$ cat src/rtl/spi_counter_slave_rx.sv
// Mode-0 SPI slave: receives a 14-bit counter value per 16-bit frame, validates it,
// and returns the last accepted value on miso during the next frame.
module spi_counter_slave_rx #(
   parameter int DATA_W  = 14,
   parameter int FRAME_W = 16,
   parameter int MAX_VAL = 9999
) (
   input  logic              clk,
   input  logic              rst,
   input  logic              sclk,
   input  logic              mosi,
   input  logic              cs_n,
   output logic              miso,
   output logic [DATA_W-1:0] count_out,
   output logic              count_valid,
   output logic              frame_err,
   output logic              busy
);

   localparam int CNT_W = $clog2(FRAME_W + 1);

   typedef enum logic [1:0] {S_IDLE, S_SHIFT, S_DONE} state_t;

   state_t             r_state;
   state_t             w_next;
   logic               r_sclk_s1, r_sclk_s2, r_sclk_d;
   logic               r_mosi_s1, r_mosi_s2;
   logic               r_cs_s1, r_cs_s2, r_cs_d;
   logic [FRAME_W-1:0] r_tx;
   logic [FRAME_W-1:0] r_rx;
   logic [CNT_W-1:0]   r_bit_cnt;
   logic               r_err;
   logic [DATA_W-1:0]  r_count;
   logic               r_valid;
   logic               r_ferr;
   logic               w_sclk_rise, w_sclk_fall, w_cs_fall, w_cs_rise;
   logic               w_accept;

   // cs_n synchronizer resets to the idle-high level so reset release does not look like a fall
   always_ff @(posedge clk or negedge rst) begin
      if (!rst) begin
         r_sclk_s1 <= 1'b0;
         r_sclk_s2 <= 1'b0;
         r_sclk_d  <= 1'b0;
         r_mosi_s1 <= 1'b0;
         r_mosi_s2 <= 1'b0;
         r_cs_s1   <= 1'b1;
         r_cs_s2   <= 1'b1;
         r_cs_d    <= 1'b1;
      end else begin
         r_sclk_s1 <= sclk;
         r_sclk_s2 <= r_sclk_s1;
         r_sclk_d  <= r_sclk_s2;
         r_mosi_s1 <= mosi;
         r_mosi_s2 <= r_mosi_s1;
         r_cs_s1   <= cs_n;
         r_cs_s2   <= r_cs_s1;
         r_cs_d    <= r_cs_s2;
      end
   end

   assign w_sclk_rise = r_sclk_s2 & ~r_sclk_d;
   assign w_sclk_fall = ~r_sclk_s2 & r_sclk_d;
   assign w_cs_fall   = ~r_cs_s2 & r_cs_d;
   assign w_cs_rise   = r_cs_s2 & ~r_cs_d;

   assign w_accept = ~r_err
                   && (r_rx[FRAME_W-1:DATA_W] == '0)
                   && (r_rx[DATA_W-1:0] <= DATA_W'(MAX_VAL));

   always_ff @(posedge clk or negedge rst) begin
      if (!rst) begin
         r_state <= S_IDLE;
      end else begin
         r_state <= w_next;
      end
   end

   always_comb begin
      w_next = r_state;
      case (r_state)
         S_IDLE:  if (w_cs_fall) w_next = S_SHIFT;
         S_SHIFT: begin
            if (w_cs_rise)                              w_next = S_IDLE;
            else if (r_bit_cnt == CNT_W'(FRAME_W))      w_next = S_DONE;
         end
         S_DONE:  if (w_cs_rise) w_next = S_IDLE;
         default: w_next = S_IDLE;
      endcase
   end

   always_comb begin
      busy = 1'b0;
      miso = 1'b0;
      if (r_state != S_IDLE) begin
         busy = 1'b1;
         miso = r_tx[FRAME_W-1];
      end
   end

   // cs_n rise is handled before any sclk edge seen in the same cycle
   always_ff @(posedge clk or negedge rst) begin
      if (!rst) begin
         r_tx      <= '0;
         r_rx      <= '0;
         r_bit_cnt <= '0;
         r_err     <= 1'b0;
         r_count   <= '0;
         r_valid   <= 1'b0;
         r_ferr    <= 1'b0;
      end else begin
         r_valid <= 1'b0;
         r_ferr  <= 1'b0;
         case (r_state)
            S_IDLE: begin
               if (w_cs_fall) begin
                  r_tx      <= {{(FRAME_W-DATA_W){1'b0}}, r_count};
                  r_rx      <= '0;
                  r_bit_cnt <= '0;
                  r_err     <= 1'b0;
               end
            end
            S_SHIFT: begin
               if (w_cs_rise) begin
                  r_ferr <= 1'b1;
                  r_rx   <= '0;
               end else begin
                  if (w_sclk_rise) begin
                     r_rx      <= {r_rx[FRAME_W-2:0], r_mosi_s2};
                     r_bit_cnt <= r_bit_cnt + 1'b1;
                  end
                  if (w_sclk_fall) begin
                     r_tx <= {r_tx[FRAME_W-2:0], 1'b0};
                  end
               end
            end
            S_DONE: begin
               if (w_cs_rise) begin
                  if (w_accept) begin
                     r_count <= r_rx[DATA_W-1:0];
                     r_valid <= 1'b1;
                  end else begin
                     r_ferr <= 1'b1;
                  end
               end else if (w_sclk_rise) begin
                  r_err <= 1'b1;
               end
            end
            default: ;
         endcase
      end
   end

   assign count_out   = r_count;
   assign count_valid = r_valid;
   assign frame_err   = r_ferr;

endmodule

$ cat config.mk
export PLATFORM = sky130hd
export DESIGN_NAME = spi_counter_slave_rx
export DESIGN_NICKNAME = d
export VERILOG_FILES = /design/src/rtl/spi_counter_slave_rx.sv
export SDC_FILE = /design/constraint.sdc
export NUM_CORES = 1
export LEC_CHECK = 0
export BUFFER_PORTS_ARGS = -buffer_cell sky130_fd_sc_hd__buf_4
export CAP_MARGIN = 20
export CORE_MARGIN = 4
export CORE_UTILIZATION = 45
export DETAILED_ROUTE_END_ITERATION = 10
export PLACE_DENSITY_LB_ADDON = 0.3
export SLEW_MARGIN = 25
export SYNTH_ARGS = -nofsm -noshare
export SYNTH_HDL_FRONTEND = slang
export SYNTH_SLANG_ARGS = --single-unit
$ cat constraint.sdc
create_clock -name clk -period 2.45 [get_ports clk]
set_input_delay 0.1225 -clock clk [delete_from_list [all_inputs] [get_ports clk]]
set_output_delay 0.1225 -clock clk [all_outputs]
set_load 0.05 [all_outputs]
==> results of run 1 <==
## kinds of logic (layout without fill, tap and decap cells)
kind of cell | after synthesis | count (layout) | synth area share
AOI/OAI and AO/OA | 24 | 24 | 0.0592
adders and majority gates | 5 | 5 | 0.0218
buffers and inverters | 20 | 61 | 0.0344
DFF | 64 | 64 | 0.559
muxes | 59 | 59 | 0.223
and+or+nand+nor | 65 | 65 | 0.102
## worst reg2reg max path, delay by kind of cell (launching register included)
family                     cells  cell delay (ns)
AOI/OAI and AO/OA              2             0.72
adders and majority gates      1             0.26
buffers and inverters          2             0.32
DFF                            1             0.36
muxes                          1             0.34
and+or+nand+nor                1             0.08
## routing by layer
metal / share of wire / up-vias / GRT usage
met3: 0.032 / 13 / 0.0348
met4: 0.020 / 0 / 0.0669
met5: 0 / - / 0
li1: - / 887 / -
met2: 0.45 / 24 / 0.224
met1: 0.50 / 877 / 0.209
## flip-flops by register name (all words and copies together) (netlist names)
register,cells
count_out,14
count_valid,1
frame_err,1
r_bit_cnt,5
r_cs_d,1
r_cs_s1,1
r_cs_s2,1
r_err,1
r_mosi_s1,1
r_mosi_s2,1
r_rx,16
r_sclk_d,1
r_sclk_s1,1
r_sclk_s2,1
r_state,2
r_tx,16
## area by class of cell
| cell class | count | area (um^2) |
|---|---|---|
| fillers | 524 | 2690 |
| flip-flops and latches | 64 | 1610 |
| multi-input cells | 153 | 1170 |
| repair buffers | 35 | 277 |
| clock buffers | 12 | 145 |
| well taps | 75 | 93.8 |
| clock inverters | 3 | 42.5 |
| inverters | 11 | 41.3 |
## per-stage QoR
stage          total power, mW  area [um^2]  hold WS (ns)
2_1_floorplan             1.52         2870        -0.173
3_3_place_gp              1.65         3130         0.233
3_5_place_dp              1.67         3150         0.233
4_1_cts                   2.55         3370         0.352
5_1_grt                   2.66         3370         0.366
6_report                  2.52         3370         0.349
## cell usage after synthesis (2+ instances only)
library cell / number / area share
buf_2: 4 / 0.0070
nand2_1: 38 / 0.050
a21oi_1: 9 / 0.016
mux2_1: 8 / 0.031
dfstp_2: 3 / 0.027
nand3_1: 4 / 0.0070
ha_1: 5 / 0.022
clkbuf_1: 2 / 0.0026
nor2_1: 8 / 0.010
nand2b_1: 4 / 0.0087
buf_6: 2 / 0.0078
dfrtp_1: 61 / 0.53
or3_1: 2 / 0.0044
mux2_2: 33 / 0.13
mux2i_1: 18 / 0.063
inv_1: 11 / 0.014
a22oi_1: 2 / 0.0052
nor3_1: 2 / 0.0035
o21ai_0: 6 / 0.010
## report_power, final
group          total (mW)  internal (mW)  switching, mW
registers            1.13           1.10         0.0322
clock network       0.873          0.491          0.382
logic               0.523          0.196          0.327
## how the worst min path moves through the flow
stage	slack (ns)	startpoint	cells past startpoint	endpoint
floorplan	-0.17	rst	0	count_out[0]
global placement	0.23	mosi	1	r_mosi_s1
global route	0.37	r_cs_s1	0	r_cs_s2
CTS	0.35	r_mosi_s1	0	r_mosi_s2
detailed placement	0.23	sclk	1	r_sclk_s1
finish	0.35	r_mosi_s1	0	r_mosi_s2
==> impl_metrics.json, run 1 <==
{
  "status": "finished, final reports clean",
  "cts_root_buffer": "clkbuf_8",
  "grt_pass1_vias": 1843,
  "drive_above_1_share": 0.302,
  "rows": 28,
  "postLayoutSetupSlackWorst_ns": 0.246,
  "rr_worst_depth": 7,
  "layout.nets": 284,
  "layoutNonFillerInstCount": 353,
  "synthFlopType": "dfrtp_1",
  "clkSlewWorstSetupHoldPaths_ns": 0.06,
  "clk_path_buf_depth": 2,
  "cp.buffers_inverters": 2,
  "cts.sinks": 64,
  "drt-total-wl_um": 5060,
  "drv_slew": 0,
  "cts_hold_buf": 4,
  "critPathMaxStageDelay_ns": 0.56,
  "worstSetupStartpointType": "flip-flop",
  "crit_fanout": 9,
  "cts_tree": "built",
  "hpwl_um": 3380,
  "cts_setup_buffers": 0,
  "routabilityCongestion": 0.756,
  "synth_cell_type_count": 34,
  "period_minus_slack_ns": 2.20,
  "cellPowerDensity_nw_per_um2": 748,
  "portBuffers": 22,
  "synth_seq_area_share": 0.559,
  "num_io_pins": 23,
  "final_core_util": 0.557,
  "firstDrtPassIters": 4,
  "post-place-ws_ns": 0.248,
  "fmaxAchievable_mhz": 454,
  "via_per_inst": 5.10,
  "synth_edf_count": 0,
  "rsz0062_at_grt": "false",
  "path_depth": 7,
  "final.setup.tns_ns": 0,
  "synth.avg_cell_area_um2": 12.1,
  "syn2layout_area_growth_pct": 17.4,
  "die_area_um2": 7730,
  "r2r_start": "r_state[0]",
  "drc": 0,
  "die_h_um": 87.9,
  "grt_max_degree": 65,
  "fin_crit_sh": 0.900,
  "hp-class": "reg -> reg",
  "die-width_um": 87.9,
  "synth-seq-cells": 64,
  "p_leak_nw": 1.71,
  "finalClockSkew_ns": 0.00595,
  "antenna_found_initial": 0,
  "ant_nets": 0,
  "core_area_um2": 6060,
  "crit_start": "r_state[0]",
  "syn-num-nets": 247,
  "setup.worst_path.end": "r_tx[6]",
  "wire_per_inst_um": 14.3,
  "ir_worst_vdd_uv": 371,
  "h-tree-depth": 3,
  "worstPathCellList": "inv_1 -> ha_1 -> a21boi_2 -> nor2_1 -> o41ai_4 -> buf_6 -> mux2_2",
  "cp_slowest_cell": "o41ai_4",
  "netlist_area_um2": 2870,
  "start_util": 0.474,
  "hold_viol": 0,
  "mostFrequentLayoutCells": "61 x dfrtp_1, 38 x nand2_1, 33 x mux2_2",
  "rrSetupSlack_ns": 0.25,
  "finalSetupViolations": 0,
  "diodes": 0,
  "numCtsBuffers": 9,
  "grt_usage": 0.150,
  "rr_endpoint": "r_tx[6]",
  "layout_commonest_cell": "dfrtp_1",
  "dp_cells": 334,
  "crit_type": "reg -> reg",
  "grt_pass1_wl_um": 8780,
  "tightest_slew_ns": 0.794,
  "arrival_ns": 2.42,
  "max-slew-margin-rel": 0.471,
  "vias": 1801,
  "synth_warnings": 0,
  "critPathRequiredTime_ns": 2.67,
  "grt_overflow": 0,
  "worst_setup_path_end_kind": "flip-flop",
  "ctsResizeCount": 0,
  "drtIter0Drc": 107,
  "async_reset_ff_frac": 1.00,
  "crit_family": "compound AO/OA/AOI/OAI gates",
  "drv_cap": 0,
  "clock_latency_ns": 0.34,
  "synthCells": 237
}
(Power assumes the default switching activity.)
==> run 2, diff against run 1 <==
- CORE_UTILIZATION: 45 -> 59
==> impl_metrics.json, run 2 (synthesis results as in run 1) <==
{
  "status": "finished, final reports clean",
  "final_area_um2": 3360,
  "period_minus_slack_ns": 2.18,
  "die-width_um": 77.8,
  "syn2layout_area_growth_pct": 17.0,
  "hpwl_um": 3290,
  "p_total_mw": 2.46,
  "comb_power_share": 0.219,
  "clockPowerShare": 0.322,
  "register_area_um2": 1610,
  "rows": 25,
  "crit_fanout": 9,
  "antenna_found_initial": 0,
  "multi_input_area_um2": 1170,
  "die_h_um": 77.8,
  "mostFrequentLayoutCells": "61 x dfrtp_1, 38 x nand2_1, 33 x mux2_2",
  "cts_hold_buf": 4,
  "final.setup.tns_ns": 0,
  "grt_pass1_wl_um": 8850,
  "start_util": 0.608,
  "finalSetupViolations": 0,
  "ant_nets": 0,
  "internal-power_mw": 1.71,
  "firstDrtPassIters": 4,
  "crit_type": "reg -> reg",
  "fin_crit_sh": 0.890,
  "layout.nets": 284,
  "drc": 0,
  "num_io_pins": 23,
  "arrival_ns": 2.39,
  "final_core_util": 0.712,
  "critPathRequiredTime_ns": 2.66,
  "worst_setup_path_end_kind": "flip-flop",
  "cellPowerDensity_nw_per_um2": 731,
  "sequentialPowerShare": 0.459,
  "fmaxAchievable_mhz": 458,
  "rsz0062_at_grt": "false",
  "ir_worst_vdd_uv": 390,
  "cts.sinks": 64,
  "drive_above_1_share": 0.306,
  "tightest_slew_ns": 0.783,
  "drv_cap": 0,
  "hold_viol": 0,
  "grt_pass1_vias": 1860,
  "diodes": 0,
  "core_area_um2": 4720,
  "grt_overflow": 0,
  "clk_path_buf_depth": 2,
  "vias": 1823,
  "wire_per_inst_um": 14.4,
  "portBuffers": 22,
  "dp_cells": 326,
  "via_per_inst": 5.28,
  "layoutNonFillerInstCount": 345,
  "hp-class": "reg -> reg",
  "fill_cells": 352,
  "die_area_um2": 6050,
  "drt-total-wl_um": 4970,
  "power_switching_mw": 0.744,
  "numCtsBuffers": 9,
  "worst_hold_slack_ns": 0.347,
  "worstSetupStartpointType": "flip-flop",
  "cts_root_buffer": "clkbuf_8",
  "grt_usage": 0.188,
  "post-place-ws_ns": 0.237,
  "drtIter0Drc": 119,
  "h-tree-depth": 3,
  "grt_max_degree": 65,
  "postLayoutSetupSlackWorst_ns": 0.269,
  "switching_share": 0.303,
  "drv_slew": 0,
  "ctsResizeCount": 0,
  "max-slew-margin-rel": 0.478,
  "finalClockSkew_ns": 0.00883,
  "routabilityCongestion": 0.825,
  "clkSlewWorstSetupHoldPaths_ns": 0.07,
  "place_area_um2": 3150,
  "cts_tree": "built",
  "cts_setup_buffers": 0,
  "p_leak_nw": 1.71,
  "clock_latency_ns": 0.33,
  "layout_commonest_cell": "dfrtp_1"
}
## run 2: critical path: stages, from the launching register on
cell	delay, ns
dfrtp_1	0.37
inv_1	0.08
ha_1	0.24
a21boi_2	0.16
nor2_1	0.08
o41ai_4	0.56
buf_6	0.24
mux2_1	0.33
## run 2: cell type report
type | instances | share of cell area
clock buffer | 12 | 0.0462
multi-input combinational | 153 | 0.348
tap | 67 | 0.0249
sequential | 64 | 0.478
clock inverter | 3 | 0.00521
timing repair buffer | 35 | 0.0860
inverter | 11 | 0.0123
## run 2: path summary, 6_finish.rpt
path                            slack (ns)            to        from  cells after the start
worst max-delay path                  0.27      r_tx[13]  r_state[1]                      7
min in group asynchronous             0.40  r_bit_cnt[4]         rst                      2
worst max register to register        0.27      r_tx[13]  r_state[1]                      7
worst min-delay path                  0.35     r_sclk_s2   r_sclk_s1                      0
worst min register to register        0.35     r_sclk_s2   r_sclk_s1                      0
max in group asynchronous             1.52  r_bit_cnt[0]         rst                      2
## run 2: per-layer routing
layer | vias to the layer above | wire length (um) | share of wire | GRT usage
met2 | 28 | 2290 | 0.46 | 0.283
met1 | 893 | 2430 | 0.49 | 0.261
met3 | 7 | 176 | 0.035 | 0.0418
li1 | 895 | - | - | -
met4 | 0 | 74 | 0.015 | 0.0854
met5 | - | 0 | 0 | 0
## run 2: power by group through the flow
| stage | clock, mW | sequential (mW) | combinational, mW |
|---|---|---|---|
| floorplan | 0 | 1.14 | 0.376 |
| global placement | 0 | 1.14 | 0.516 |
| detailed placement | 0 | 1.15 | 0.537 |
| CTS | 0.804 | 1.13 | 0.543 |
| global route | 0.865 | 1.13 | 0.590 |
| finish | 0.792 | 1.13 | 0.538 |
